===== src/rtl/alu_arbiter_if.sv =====
// Bundle of requester handshakes, response channel and ALU hookup for alu_arbiter.
// slave is the arbiter's view; master is the view of the surrounding requesters and ALU.
interface alu_arbiter_if #(
    parameter int WIDTH = 4,
    parameter int SEL_W = 3
);
    logic [1:0]       req_valid;
    logic [1:0]       req_ready;
    logic [WIDTH-1:0] req_a0;
    logic [WIDTH-1:0] req_b0;
    logic [SEL_W-1:0] req_sel0;
    logic [WIDTH-1:0] req_a1;
    logic [WIDTH-1:0] req_b1;
    logic [SEL_W-1:0] req_sel1;
    logic [1:0]       rsp_valid;
    logic [1:0]       rsp_ready;
    logic [WIDTH-1:0] rsp_result;
    logic             rsp_carry;
    logic             rsp_borrow;
    logic [WIDTH-1:0] alu_a;
    logic [WIDTH-1:0] alu_b;
    logic [SEL_W-1:0] alu_sel;
    logic [WIDTH-1:0] alu_result;
    logic             alu_carry;
    logic             alu_borrow;
    logic             busy;

    modport slave (
        input  req_valid, req_a0, req_b0, req_sel0, req_a1, req_b1, req_sel1,
        input  rsp_ready, alu_result, alu_carry, alu_borrow,
        output req_ready, rsp_valid, rsp_result, rsp_carry, rsp_borrow,
        output alu_a, alu_b, alu_sel, busy
    );

    modport master (
        output req_valid, req_a0, req_b0, req_sel0, req_a1, req_b1, req_sel1,
        output rsp_ready, alu_result, alu_carry, alu_borrow,
        input  req_ready, rsp_valid, rsp_result, rsp_carry, rsp_borrow,
        input  alu_a, alu_b, alu_sel, busy
    );
endinterface


===== src/rtl/alu_arbiter.sv =====
// Round-robin arbiter sharing one combinational ALU between two requesters;
// one operation in flight, sequenced IDLE -> EXEC -> RESP.
module alu_arbiter #(
    parameter int WIDTH = 4,
    parameter int SEL_W = 3
) (
    input  logic          clk,
    input  logic          rst,
    alu_arbiter_if.slave  bus
);
    localparam logic [1:0] IDLE = 2'd0;
    localparam logic [1:0] EXEC = 2'd1;
    localparam logic [1:0] RESP = 2'd2;

    logic [1:0]       state_r;
    logic             prio_r;
    logic             owner_r;
    logic [WIDTH-1:0] a_r;
    logic [WIDTH-1:0] b_r;
    logic [SEL_W-1:0] sel_r;
    logic [WIDTH-1:0] result_r;
    logic             carry_r;
    logic             borrow_r;
    logic [1:0]       rsp_valid_r;
    logic             busy_r;
    logic [1:0]       gnt_s;
    logic             accept_s;
    logic             gidx_s;

    // Grant selection: only in IDLE, pointer breaks ties when both are valid.
    always_comb begin
        gnt_s = 2'b00;
        if (state_r == IDLE) begin
            case (bus.req_valid)
                2'b01:   gnt_s = 2'b01;
                2'b10:   gnt_s = 2'b10;
                2'b11:   gnt_s = prio_r ? 2'b10 : 2'b01;
                default: gnt_s = 2'b00;
            endcase
        end else begin
            gnt_s = 2'b00;
        end
    end

    assign accept_s = |gnt_s;
    assign gidx_s   = gnt_s[1];

    // Ready is combinational and masked while reset is asserted.
    always_comb begin
        if (rst) begin
            bus.req_ready = 2'b00;
        end else begin
            bus.req_ready = gnt_s;
        end
    end

    // Sequencer: operand capture on accept, ALU capture at end of EXEC, release on response accept.
    always_ff @(posedge clk or posedge rst) begin
        if (rst) begin
            state_r     <= IDLE;
            prio_r      <= 1'b0;
            owner_r     <= 1'b0;
            a_r         <= {WIDTH{1'b0}};
            b_r         <= {WIDTH{1'b0}};
            sel_r       <= {SEL_W{1'b0}};
            result_r    <= {WIDTH{1'b0}};
            carry_r     <= 1'b0;
            borrow_r    <= 1'b0;
            rsp_valid_r <= 2'b00;
            busy_r      <= 1'b0;
        end else begin
            case (state_r)
                IDLE: begin
                    if (accept_s) begin
                        a_r     <= gidx_s ? bus.req_a1   : bus.req_a0;
                        b_r     <= gidx_s ? bus.req_b1   : bus.req_b0;
                        sel_r   <= gidx_s ? bus.req_sel1 : bus.req_sel0;
                        owner_r <= gidx_s;
                        prio_r  <= ~gidx_s;
                        busy_r  <= 1'b1;
                        state_r <= EXEC;
                    end else begin
                        state_r <= IDLE;
                    end
                end
                EXEC: begin
                    result_r    <= bus.alu_result;
                    carry_r     <= bus.alu_carry;
                    borrow_r    <= bus.alu_borrow;
                    rsp_valid_r <= owner_r ? 2'b10 : 2'b01;
                    state_r     <= RESP;
                end
                RESP: begin
                    // The non-owner's rsp_ready has no effect here.
                    if (bus.rsp_ready[owner_r]) begin
                        rsp_valid_r <= 2'b00;
                        busy_r      <= 1'b0;
                        state_r     <= IDLE;
                    end else begin
                        state_r <= RESP;
                    end
                end
                default: begin
                    rsp_valid_r <= 2'b00;
                    busy_r      <= 1'b0;
                    state_r     <= IDLE;
                end
            endcase
        end
    end

    assign bus.alu_a      = a_r;
    assign bus.alu_b      = b_r;
    assign bus.alu_sel    = sel_r;
    assign bus.rsp_valid  = rsp_valid_r;
    assign bus.rsp_result = result_r;
    assign bus.rsp_carry  = carry_r;
    assign bus.rsp_borrow = borrow_r;
    assign bus.busy       = busy_r;
endmodule


===== src/flat_wrapper.sv =====
// flat-port wrapper written by rule: the top's interface ports become plain ports
module alu_arbiter_flat 
#(
    parameter int WIDTH = 4,
    parameter int SEL_W = 3
)
  (clk, rst, bus_req_valid, bus_req_a0, bus_req_b0, bus_req_sel0, bus_req_a1, bus_req_b1, bus_req_sel1, bus_rsp_ready, bus_alu_result, bus_alu_carry, bus_alu_borrow, bus_req_ready, bus_rsp_valid, bus_rsp_result, bus_rsp_carry, bus_rsp_borrow, bus_alu_a, bus_alu_b, bus_alu_sel, bus_busy);
  alu_arbiter_if #(.WIDTH(WIDTH), .SEL_W(SEL_W)) bus_i ();
  input  logic clk;
  input  logic rst;
  input wire logic [$bits(bus_i.req_valid)-1:0] bus_req_valid;
  input wire logic [$bits(bus_i.req_a0)-1:0] bus_req_a0;
  input wire logic [$bits(bus_i.req_b0)-1:0] bus_req_b0;
  input wire logic [$bits(bus_i.req_sel0)-1:0] bus_req_sel0;
  input wire logic [$bits(bus_i.req_a1)-1:0] bus_req_a1;
  input wire logic [$bits(bus_i.req_b1)-1:0] bus_req_b1;
  input wire logic [$bits(bus_i.req_sel1)-1:0] bus_req_sel1;
  input wire logic [$bits(bus_i.rsp_ready)-1:0] bus_rsp_ready;
  input wire logic [$bits(bus_i.alu_result)-1:0] bus_alu_result;
  input wire logic [$bits(bus_i.alu_carry)-1:0] bus_alu_carry;
  input wire logic [$bits(bus_i.alu_borrow)-1:0] bus_alu_borrow;
  output wire logic [$bits(bus_i.req_ready)-1:0] bus_req_ready;
  output wire logic [$bits(bus_i.rsp_valid)-1:0] bus_rsp_valid;
  output wire logic [$bits(bus_i.rsp_result)-1:0] bus_rsp_result;
  output wire logic [$bits(bus_i.rsp_carry)-1:0] bus_rsp_carry;
  output wire logic [$bits(bus_i.rsp_borrow)-1:0] bus_rsp_borrow;
  output wire logic [$bits(bus_i.alu_a)-1:0] bus_alu_a;
  output wire logic [$bits(bus_i.alu_b)-1:0] bus_alu_b;
  output wire logic [$bits(bus_i.alu_sel)-1:0] bus_alu_sel;
  output wire logic [$bits(bus_i.busy)-1:0] bus_busy;
  assign bus_i.req_valid = bus_req_valid;
  assign bus_i.req_a0 = bus_req_a0;
  assign bus_i.req_b0 = bus_req_b0;
  assign bus_i.req_sel0 = bus_req_sel0;
  assign bus_i.req_a1 = bus_req_a1;
  assign bus_i.req_b1 = bus_req_b1;
  assign bus_i.req_sel1 = bus_req_sel1;
  assign bus_i.rsp_ready = bus_rsp_ready;
  assign bus_i.alu_result = bus_alu_result;
  assign bus_i.alu_carry = bus_alu_carry;
  assign bus_i.alu_borrow = bus_alu_borrow;
  assign bus_req_ready = bus_i.req_ready;
  assign bus_rsp_valid = bus_i.rsp_valid;
  assign bus_rsp_result = bus_i.rsp_result;
  assign bus_rsp_carry = bus_i.rsp_carry;
  assign bus_rsp_borrow = bus_i.rsp_borrow;
  assign bus_alu_a = bus_i.alu_a;
  assign bus_alu_b = bus_i.alu_b;
  assign bus_alu_sel = bus_i.alu_sel;
  assign bus_busy = bus_i.busy;
  alu_arbiter #(.WIDTH(WIDTH), .SEL_W(SEL_W)) u_core (.clk(clk), .rst(rst), .bus(bus_i));
endmodule

===== config.mk =====
export PLATFORM = sky130hd
export DESIGN_NAME = alu_arbiter_flat
export DESIGN_NICKNAME = d
export VERILOG_FILES = /design/src/rtl/alu_arbiter_if.sv /design/src/rtl/alu_arbiter.sv /design/src/flat_wrapper.sv
export SDC_FILE = /design/constraint.sdc
export NUM_CORES = 1
export LEC_CHECK = 0
export ABC_CLOCK_PERIOD_IN_PS = 1600
export BUFFER_PORTS_ARGS = -buffer_cell sky130_fd_sc_hd__buf_4
export CORE_MARGIN = 4
export CORE_UTILIZATION = 40
export DETAILED_ROUTE_END_ITERATION = 8
export MAX_ROUTING_LAYER = met4
export PLACE_DENSITY = 0.79
export SYNTH_ARGS = -nofsm -noshare
export SYNTH_HDL_FRONTEND = slang
export SYNTH_SLANG_ARGS = --single-unit

===== constraint.sdc =====
create_clock -name clk -period 1.6 [get_ports clk]
set_input_delay 0.24 -clock clk [delete_from_list [all_inputs] [get_ports clk]]
set_output_delay 0.24 -clock clk [all_outputs]
set_load 0.02 [all_outputs]

==> results of run 1 <==
[power by group through the flow]
stage	sequential [mW]	combinational (mW)	clock [mW]
final	1.14	1.98	0.316
after global routing	1.19	2.13	0.346
after CTS	1.14	1.94	0.321
after detailed placement	1.14	1.85	0
after global placement	1.13	1.80	0
after floorplan	1.42	0.898	0
[metrics by stage]
stage          power [mW]  std cells
2_1_floorplan        2.32        112
3_3_place_gp         2.93        196
3_5_place_dp         2.99        196
4_1_cts              3.40        203
5_1_grt              3.66        204
6_report             3.43        204
[worst max path at each step]
stage                 startpoint               endpoint  slack (ns)  cells past startpoint
3_3_place_gp   u_core.state_r[1]  u_core.bus.alu_sel[0]        0.28                      3
4_1_cts        u_core.state_r[1]       bus_req_ready[0]       0.008                      4
5_1_grt        u_core.state_r[0]       bus_req_ready[1]       -0.01                      3
2_1_floorplan  u_core.state_r[1]       bus_req_ready[1]        0.16                      3
6_report       u_core.state_r[0]       bus_req_ready[0]        0.02                      4
3_5_place_dp   u_core.state_r[1]    u_core.bus.alu_a[3]        0.22                      4
[tightest hold or removal path: stages]
cell   delay, ns
buf_4       0.12
inv_1       0.07
buf_4       0.31
[layout make-up]
class                      instances  area [sq um]
inverter                          16          60.1
multi-input combinational         65           541
timing repair buffer              64           484
fill                             222          1070
clock buffer                       4          36.3
sequential                        24           603
tap                               31          38.8
[synth_stat cells (all sizes together), types with 2 or more instances]
cell type / count / share of area, %
a21oi: 3 / 1.2
buf: 5 / 3.4
clkbuf: 2 / 0.61
dfrtp: 24 / 49
inv: 16 / 4.9
mux2: 6 / 5.5
nand2: 2 / 0.61
nand2b: 4 / 2.0
nand3: 11 / 4.5
nor2: 2 / 0.61
o21ai: 15 / 6.1
o311ai: 11 / 13
[flip-flops by register name, summed over array words and instances (netlist names)]
signal,count
u_core.bus.alu_a,4
u_core.bus.alu_b,4
u_core.bus.rsp_result,4
u_core.bus.alu_sel,3
u_core.bus.rsp_valid,2
u_core.state_r,2
u_core.bus.busy,1
u_core.bus.rsp_borrow,1
u_core.bus.rsp_carry,1
u_core.owner_r,1
u_core.prio_r,1
[kinds of logic (layout without fill, tap and decap cells)]
kind of cell | after synthesis | after routing
flops | 24 | 24
compound gates | 35 | 35
buf+inv | 23 | 84
mux | 7 | 7
simple gates | 23 | 23
[what timing repair did]
| action | 4_1_cts | 5_1_grt |
|---|---|---|
| hold buffers | 0 | 0 |
| setup endpoints to repair | 2 | 3 |
| resized for setup | 5 | 4 |
| setup buffers | 3 | 1 |
| pin swaps | 1 | 2 |
[per-layer routing]
metal	track usage [%]	routed length, um
met1	19.8	1290
met2	29.6	1630
met3	3.73	237
met4	4.31	21
met5	-	0
==> results.txt, run 1 <==
----------------------------------------------------
[Synth]
  Count of flip-flops with a built-in enable after synthesis ... 0
  Simple-gate share of the synthesized area ... 10.5%
  Mapped Area ... 1220 sq um
  Total nets after synthesis ... 146
  Synth cell types ... 28
  Async set or reset register ratio after synthesis ... 100%
  Post-Synth Adder-Cell Area ... 0%
  Gate Count Post-Synth ... 112
  Register bit count reported by yosys ... 24
  Synth warnings ... 0
  Compound-Gate Fraction of Synth Area ... 25.2%
  Main combinational cell family by area after synthesis ... compound AO/OA/AOI/OAI gates
  Multiplexer area fraction after synthesis ... 6.34%
  Synthesized area divided by synthesized cell count ... 10.9 sq um
  Sequential element share of the synthesized area ... 49.1%
  Flip-flop cell with the highest count after synthesis ... dfrtp_1
  Parity-gate share of the synthesized area counting xor and xnor cells ... 0%

[Setup path]
  Critical path required time ... 1.36 ns
  Data arrival time of the worst path ... 1.34 ns
  Cell type group with the largest total delay on the critical path ... flip-flops
  Highest net fanout along the worst path ... 3
  Sort of element at the start of the critical path ... flip-flop
  Crit path buffers/inverters ... 1
  Cell-by-cell listing of the critical path ... nor2_4 > nand2_2 > a211oi_2 > buf_4
  Critical path endpoint category ... output port
  Launch point of the worst reg-to-reg path ... u_core.state_r[1]
  Critical path's largest stage delay ... 0.47 ns
  Endpoint of the most critical register-to-register path ... u_core.bus.alu_a[3]
  Worst R2R Path Depth ... 4
  Flop-to-flop setup slack ... 0.09 ns
  Critical Setup Path Class ... flip-flop to output port
  Slowest CP cell ... dfrtp_2

[STA]
  Slew Viols, Final ... 0
  Slew Limit Headroom ... 57.6%
  Final count of negative-setup-slack endpoints ... 0
  Final setup skew ... 0.000856 ns
  Setup Total Neg Slack ... 0 ns
  PnR worst setup slack ... 0.0166 ns
  Worst slack on hold paths ... 0.0187 ns
  Worst slew pin tran ... 0.633 ns
  Final count of hold timing violations ... 0
  Crit path time final ... 1.58 ns
  Final period util ... 99.0%
  Maximum clock frequency ... 632 MHz
  RSZ-0062 raised after global routing ... true

[Worst hold path]
  Type of the most critical hold path ... input port to async pin

[Die]
  Number of rows created at floorplan ... 19
  Core Box Area ... 2830 sq um
  Total Die Area ... 4010 sq um
  Die H ... 63.3 um
  Width of the chip ... 63.3 um
  I/O pin total ... 56
  Initial core utilization ... 43.3%

[Global routing]
  Total GRT Usage ... 17.0%
  Maximum number of pins on one net before global-route repair ... 25
  Initial antenna violation count ... 0
  First-pass GRT wire length ... 5.32 mm
  Residual overflow from global routing ... 0
  Number of global-route vias before repair ... 1196

[Clock network]
  Clock tree from TritonCTS ... done
  Skew-Pair Late Insertion Delay ... 0.31 ns
  Count of H-tree levels built during CTS ... 1
  Number of buffers on the longest clock path ... 2
  Total clock buffers created by CTS ... 3
  Clock root buffer ... clkbuf_4
  Clock transition at the registers of the reported paths ... 0.13 ns
  CTS sink cnt ... 24

[Power]
  Highest ir drop seen on vdd ... 0.000983 V
  Switching power ... 1.44 mW
  Leak pwr ... 0.847 nW
  Switch share ... 42.1%
  Clock power share ... 9.2%
  Combinational power share ... 57.6%
  Total power density per cell area ... 1950 nW/um^2
  Cell internal power dissipation ... 1.98 mW
  Relative contribution of sequential cells to total power ... 33.2%

[Placed design]
  Global placement routability congestion ... 0.808
  HPWL after DPL ... 2.28 mm
  Setup slack after placement ... 0.221 ns
  PortBufs ... 55
  Standard cell area after detailed placement ... 1660 sq um

[Layout]
  Most frequent cells in the layout ... buf_4 (63), dfrtp_1 (22), inv_1 (15)
  Signed area change from the synthesized netlist to the final layout ... 44.1%
  Number of antenna diodes ... 0
  Fin nets ... 208
  Util after Layout ... 62.3%
  Finished Cell Area ... 1760 sq um
  Proportion of layout cells with a drive suffix above 1 ... 50.3%
  Most common library cell in the layout ignoring fill and taps ... buf_4

[Drt]
  Number of vias after detailed routing ... 1105
  Wire length after detailed routing ... 3.18 mm
  Post-detailed-route count of antenna-violating nets ... 0
  # DRC ... 0
  Detailed Routing Iterations Pass 1 ... 4
  Wire length per cell ... 15.6 um
  DRT iter0 DRCs ... 32
  Avg Vias per Cell ... 5.42

[Job]
  MaxCap Viol Count ... 0

[Run status]
  Run status ... finished, final reports clean

----------------------------------------------------
No activity file was read; power rests on OpenSTA's default activity.
==> inputs of run 2 (changes only) <==
--- a/config.mk
+++ b/config.mk
@@ -6,6 +6,8 @@
 export NUM_CORES = 1
 export LEC_CHECK = 0
+export ABC_AREA = 1
 export ABC_CLOCK_PERIOD_IN_PS = 1600
 export BUFFER_PORTS_ARGS = -buffer_cell sky130_fd_sc_hd__buf_4
+export CAP_MARGIN = 5
 export CORE_MARGIN = 4
 export CORE_UTILIZATION = 40
==> constraint.sdc (replaced) <==
create_clock -name clk -period 1.6 [get_ports clk]
set_input_delay 0.32 -clock clk [delete_from_list [all_inputs] [get_ports clk]]
set_output_delay 0.32 -clock clk [all_outputs]
set_load 0.02 [all_outputs]
==> results.txt, run 2 <==
----------------------------------------------------
[Synth]
  Synthesized area divided by synthesized cell count ... 7.74 sq um (-29%)
  Total nets after synthesis ... 191 (+31%)
  Leading post-synthesis cells by instance count ... nand2_1 (64), inv_1 (29), dfrtp_1 (24)
  Async set or reset register ratio after synthesis ... 100% (unchanged)
  Sequential element share of the synthesized area ... 49.4% (+0.35 points)
  Gate Count Post-Synth ... 157 (+40%)
  Count of flip-flops with a built-in enable after synthesis ... 0 (unchanged)
  Library cell occupying the most area in the post-synthesis netlist ... dfrtp_1
  Synth warnings ... 0 (unchanged)
  Register bit count reported by yosys ... 24 (unchanged)
  Mapped Area ... 1210 sq um (-0.72%)
  Top cell type's share of synthesized area ... 49.4% (+0.35 points)
  Most repeated cell in the gate-level netlist after synthesis ... nand2_1
  Cells taking the most area after synthesis ... dfrtp_1 (49%), nand2_1 (20%), inv_1 (9.0%)
  Flip-flop cell with the highest count after synthesis ... dfrtp_1
  Synth cell types ... 17 (-39%)

[Power]
  Leak pwr ... 1.02 nW (+21%)
  Overall power ... 3.22 mW (-6.0%)
  Total power density per cell area ... 1880 nW/um^2 (-3.6%)
  Highest ir drop seen on vdd ... 0.000914 V (-7.1%)

[Drt]
  Wire length after detailed routing ... 3.05 mm (-4.1%)
  Detailed Routing Iterations Pass 1 ... 4 (unchanged)
  Number of vias after detailed routing ... 1172 (+6.1%)
  Wire length per cell ... 12.2 um (-21%)
  Avg Vias per Cell ... 4.71 (-13%)
  # DRC ... 0 (unchanged)
  DRT iter0 DRCs ... 39 (+22%)
  Post-detailed-route count of antenna-violating nets ... 0 (unchanged)

[STA]
  Final setup skew ... 0.00332 ns (+0.00246 ns)
  Slew Viols, Final ... 0 (unchanged)
  Crit path time final ... 1.59 ns (+0.00689 ns)
  Final count of hold timing violations ... 0 (unchanged)
  Final count of negative-setup-slack endpoints ... 0 (unchanged)
  Slew Limit Headroom ... 76.8% (+19 points)
  Worst slew pin tran ... 0.347 ns (-0.286 ns)
  RSZ-0062 raised after global routing ... true
  Final period util ... 99.4% (+0.43 points)
  Maximum clock frequency ... 629 MHz (-0.43%)

[Die]
  Total Die Area ... 3980 sq um (-0.63%)
  Width of the chip ... 63.1 um (-0.32%)
  Die H ... 63.1 um (-0.32%)
  Number of rows created at floorplan ... 19 (unchanged)
  Initial core utilization ... 42.9% (-0.31 points)
  Core Box Area ... 2830 sq um (unchanged)
  I/O pin total ... 56 (unchanged)

[Layout]
  Most frequent cells in the layout ... nand2_1 (64), buf_4 (63), inv_1 (29)
  Signed area change from the synthesized netlist to the final layout ... 41.5%
  Most common library cell in the layout ignoring fill and taps ... nand2_1
  Non-filler cells, final ... 249 (+22%)
  Number of antenna diodes ... 0 (unchanged)
  Proportion of layout cells with a drive suffix above 1 ... 33.5% (-17 points)
  Fin nets ... 253 (+22%)

[Placed design]
  HPWL after DPL ... 2.33 mm (+2.3%)
  Cell count after placement ... 243 (+24%)
  Global placement routability congestion ... 0.796 (-1.4%)
  PortBufs ... 55 (unchanged)

[Clock network]
  Clock root buffer ... clkbuf_4
  Clock transition at the registers of the reported paths ... 0.13 ns (about the same)
  Number of buffers on the longest clock path ... 2 (unchanged)
  Clock tree from TritonCTS ... done
  Total clock buffers created by CTS ... 3 (unchanged)
  Count of H-tree levels built during CTS ... 1 (unchanged)
  Skew-Pair Late Insertion Delay ... 0.31 ns (about the same)
  CTS sink cnt ... 24 (unchanged)

[Setup path]
  Endpoint of the most critical register-to-register path ... u_core.bus.alu_b[0]
  Critical path required time ... 1.28 ns (-0.08 ns)
  Cell-by-cell listing of the critical path ... nor2_4 > o211ai_1 > nor2_1 > buf_4
  Slowest CP cell ... dfrtp_2
  Sort of element at the start of the critical path ... flip-flop
  Data arrival time of the worst path ... 1.27 ns (-0.07 ns)
  Flop-to-flop setup slack ... 0.13 ns (+0.04 ns)
  Highest net fanout along the worst path ... 4 (+1)
  Critical Setup Path Class ... flip-flop to output port
  Launch point of the worst reg-to-reg path ... u_core.state_r[1]
  Worst R2R Path Depth ... 8 (+4)
  Critical path endpoint category ... output port
  Critical path's largest stage delay ... 0.47 ns (about the same)

[Global routing]
  Residual overflow from global routing ... 0 (unchanged)
  First-pass GRT wire length ... 5.12 mm (-3.8%)
  Initial antenna violation count ... 0 (unchanged)
  Maximum number of pins on one net before global-route repair ... 25 (unchanged)
  Total GRT Usage ... 16.4% (-0.57 points)
  Number of global-route vias before repair ... 1160 (-3.0%)

[Worst hold path]
  Type of the most critical hold path ... input port to async pin

[Job]
  MaxCap Viol Count ... 0 (unchanged)

[Run status]
  Run status ... finished, final reports clean

----------------------------------------------------
run 2: cell types whose count changed after synthesis, moves of 2 or more:
cell,previous run,this run
a21oi_1,3,0
clkbuf_1,2,0
inv_1,15,29
mux2_1,6,0
nand2_1,2,64
nand2b_1,4,0
nand4_1,0,12
o21ai_0,13,2
o311ai_1,2,0
o311ai_2,9,0
run 2: cell families (layout without fill, tap and decap cells):
logic type,after synthesis,count (layout),share of synthesized area (%)
buffers and inverters,36,97,13.4
flip-flops,24,24,49.4
AO/OA/AOI/OAI,5,5,3.19
AND/OR/NAND/NOR,92,92,34.0
run 2: how the worst max path moves through the flow:
stage	start	to	slack, ns	cells after the start
2_1_floorplan	u_core.state_r[1]	bus_req_ready[0]	0.07	4
5_1_grt	u_core.state_r[0]	bus_req_ready[0]	-0.04	4
6_report	u_core.state_r[1]	bus_req_ready[0]	0.01	4
3_3_place_gp	u_core.state_r[1]	bus_req_ready[0]	0.25	4
4_1_cts	u_core.state_r[1]	bus_req_ready[0]	0.007	4
3_5_place_dp	u_core.state_r[1]	bus_req_ready[0]	0.24	4
run 2: stage by stage:
stage	area [sq um]	utilization [%]	setup slack (ns)	hold WS, ns	setup TNS [ns]
after floorplan	1210	-	0.0735	0.335	0
after global placement	1670	58.9	0.245	0.403	0
after detailed placement	1670	58.9	0.237	0.408	0
after CTS	1710	60.5	0.00652	0.0523	0
after global routing	1720	60.8	-0.0418	0.0633	-0.0418
final	1720	60.8	0.00967	0.0463	0
run 2: final cells by class:
type,instances,area [sq um]
Fill cell,255,1110
Sequential cell,24,602
Timing Repair Buffer,63,473
Multi-Input combinational cell,97,452
Inverter,30,118
Tap cell,31,38.8
Clock buffer,4,36.3
run 2: timing repair:
action,in CTS,in global routing
endpoints found under the setup margin,2,2
buffers inserted,1,1
cloned,0,0
pin swaps,1,0
hold buffers,0,0
gates resized for setup,1,0
run 2: power by group:
group | internal [mW] | switching [mW]
registers | 0.911 | 0.184
clock network | 0.139 | 0.179
logic | 0.746 | 1.07
run 2: layer usage:
layer	track usage, %	up-vias	wire length, um
li1	-	601	-
met1	18.8	519	1280
met2	27.9	46	1470
met3	4.26	6	264
met4	5.23	0	38
met5	-	-	0
run 2: worst max-delay path: cells and delay by family, from the launching register on:
kind                   cells  cell delay, ns
DFF                        1            0.47
and+or+nand+nor            2            0.24
AOI/OAI and AO/OA          1            0.12
buffers and inverters      1            0.14
==> inputs of run 3 (changes only) <==
Settings changed: MAX_ROUTING_LAYER met4 to not set, PLACE_DENSITY 0.79 to 0.69.
==> results.txt, run 3 (same netlist as run 2, synthesis figures left out) <==
----------------------------------------------------
[Drt]
  Wire length per cell ... 11.5 um (-5.6%)
  # DRC ... 0 (unchanged)
  Wire length after detailed routing ... 2.83 mm (-7.1%)
  DRT iter0 DRCs ... 59 (+51%)
  Post-detailed-route count of antenna-violating nets ... 0 (unchanged)
  Avg Vias per Cell ... 4.75 (+0.85%)
  Number of vias after detailed routing ... 1163 (-0.77%)
  Detailed Routing Iterations Pass 1 ... 4 (unchanged)

[Power]
  Highest ir drop seen on vdd ... 0.000774 V (-15%)
  Clock power share ... 8.3% (-1.6 points)
  Switching power ... 1.36 mW (-4.5%)
  Relative contribution of sequential cells to total power ... 35.7% (+1.7 points)
  Combinational power share ... 56.0% (-0.2 points)
  Leak pwr ... 1.00 nW (-2.0%)
  Switch share ... 44.7% (+0.44 points)
  Cell internal power dissipation ... 1.68 mW (-6.2%)
  Overall power ... 3.05 mW (-5.5%)
  Total power density per cell area ... 1810 nW/um^2 (-3.5%)

[STA]
  Worst slew pin tran ... 0.370 ns (+0.0226 ns)
  Setup Total Neg Slack ... 0 ns (unchanged)
  Final setup skew ... 0.00275 ns (-0.000567 ns)
  Worst slack on hold paths ... 0.0590 ns (+0.0128 ns)
  Final count of negative-setup-slack endpoints ... 0 (unchanged)
  Maximum clock frequency ... 633 MHz (+0.65%)
  RSZ-0062 raised after global routing ... true
  Slew Limit Headroom ... 75.3% (-1.6 points)
  Crit path time final ... 1.58 ns (-0.0103 ns)
  Final count of hold timing violations ... 0 (unchanged)
  Slew Viols, Final ... 0 (unchanged)
  Final period util ... 98.8% (-0.64 points)

[Clock network]
  Clock transition at the registers of the reported paths ... 0.12 ns (about the same)
  Total clock buffers created by CTS ... 3 (unchanged)
  Skew-Pair Late Insertion Delay ... 0.31 ns (about the same)
  Clock root buffer ... clkbuf_4
  Clock tree from TritonCTS ... done
  Count of H-tree levels built during CTS ... 1 (unchanged)
  Number of buffers on the longest clock path ... 2 (unchanged)
  CTS sink cnt ... 24 (unchanged)

[Setup path]
  Slowest CP cell ... dfrtp_1
  Flop-to-flop setup slack ... 0.27 ns (+0.14 ns)
  Critical Setup Path Class ... flip-flop to output port
  Cell-by-cell listing of the critical path ... nor2_4 > o211ai_1 > nor2_1 > buf_4
  Critical path required time ... 1.28 ns (about the same)
  Critical path's largest stage delay ... 0.43 ns (-0.04 ns)
  Launch point of the worst reg-to-reg path ... u_core.state_r[0]
  Highest net fanout along the worst path ... 3 (-1)
  Crit path buffers/inverters ... 1 (unchanged)
  Start point of the critical path ... u_core.state_r[0]
  Critical path endpoint category ... output port
  Worst R2R Path Depth ... 6 (-2)
  Cell type group with the largest total delay on the critical path ... flip-flops
  Endpoint of the most critical register-to-register path ... u_core.bus.busy
  Data arrival time of the worst path ... 1.26 ns (about the same)
  Sort of element at the start of the critical path ... flip-flop

[Layout]
  Most frequent cells in the layout ... nand2_1 (64), buf_4 (60), inv_1 (29)
  Proportion of layout cells with a drive suffix above 1 ... 32.2% (-1.2 points)
  Fin nets ... 250 (-1.2%)
  Non-filler cells, final ... 245 (-1.6%)
  Signed area change from the synthesized netlist to the final layout ... 38.6%
  Number of antenna diodes ... 0 (unchanged)
  Most common library cell in the layout ignoring fill and taps ... nand2_1

[Global routing]
  Number of global-route vias before repair ... 1169 (+0.78%)
  Residual overflow from global routing ... 0 (unchanged)
  Total GRT Usage ... 15.6% (-0.81 points)
  Maximum number of pins on one net before global-route repair ... 25 (unchanged)
  First-pass GRT wire length ... 5.05 mm (-1.3%)
  Initial antenna violation count ... 0 (unchanged)

[Die]
  Total Die Area ... 3980 sq um (unchanged)
  I/O pin total ... 56 (unchanged)
  Die H ... 63.1 um (unchanged)
  Initial core utilization ... 42.9% (unchanged)
  Number of rows created at floorplan ... 19 (unchanged)
  Width of the chip ... 63.1 um (unchanged)
  Core Box Area ... 2830 sq um (unchanged)

[Job]
  MaxCap Viol Count ... 0 (unchanged)

[Worst hold path]
  Type of the most critical hold path ... input port to async pin

[Placed design]
  Cell count after placement ... 241 (-0.82%)
  HPWL after DPL ... 2.24 mm (-4.0%)
  Global placement routability congestion ... 0.906 (+14%)
  PortBufs ... 55 (unchanged)

[Run status]
  Run status ... finished, final reports clean

----------------------------------------------------
==> run 3: cell types whose count changed in the layout (fill, tap and decap cells not counted), sizes merged <==
cell    before  now
clkbuf       4    3
buf         63   60
==> run 3: power groups by stage <==
stage / Sequential, mW / Clock [mW] / Combinational (mW)
global placement: 1.10 / 0 / 1.69
CTS: 1.09 / 0.270 / 1.73
global route: 1.13 / 0.292 / 1.90
floorplan: 1.39 / 0 / 0.794
detailed placement: 1.11 / 0 / 1.70
finish: 1.09 / 0.254 / 1.71
==> run 3: metal layers <==
| metal | track usage (%) | vias up | wire length [um] |
|---|---|---|---|
| met5 | 0 | - | 0 |
| met4 | 6.06 | 0 | 29 |
| met3 | 3.37 | 4 | 241 |
| met2 | 24.9 | 52 | 1260 |
| met1 | 20.5 | 509 | 1300 |
| li1 | - | 598 | - |
==> run 3: final cells by class <==
| type | count | area, sq um |
|---|---|---|
| Clock buffer | 3 | 22.5 |
| Fill cell | 269 | 1140 |
| Inverter | 30 | 118 |
| Multi-Input combinational cell | 97 | 454 |
| Sequential cell | 24 | 601 |
| Tap cell | 31 | 38.8 |
| Timing Repair Buffer | 60 | 450 |
==> run 3: worst max-delay path by stage <==
stage	to	cells past startpoint	slack, ns
2_1_floorplan	bus_req_ready[0]	4	0.07
3_3_place_gp	u_core.bus.busy	6	0.25
3_5_place_dp	u_core.bus.busy	6	0.21
4_1_cts	bus_req_ready[0]	4	-0.002
5_1_grt	bus_req_ready[0]	4	-0.07
6_report	bus_req_ready[0]	4	0.02
==> run 3: stage by stage <==
stage | setup slack (ns) | util (%) | instance area [sq um]
4_1_cts | -0.00155 | 59.4 | 1680
2_1_floorplan | 0.0735 | - | 1210
3_5_place_dp | 0.209 | 58.4 | 1650
5_1_grt | -0.0717 | 59.5 | 1680
6_report | 0.0199 | 59.5 | 1680
3_3_place_gp | 0.247 | 58.4 | 1650
==> run 3: tightest hold or removal path, stage by stage <==
cell and delay, ns:
buf_4 0.12, inv_1 0.04, buf_4 0.29
==> run 3: repair_timing <==
item,4_1_cts,5_1_grt
hold buffers,0,0
resized for setup,0,1
buffers inserted,1,0
hold endpoints to repair,0,0
setup endpoints to repair,2,2
pin swaps,1,0
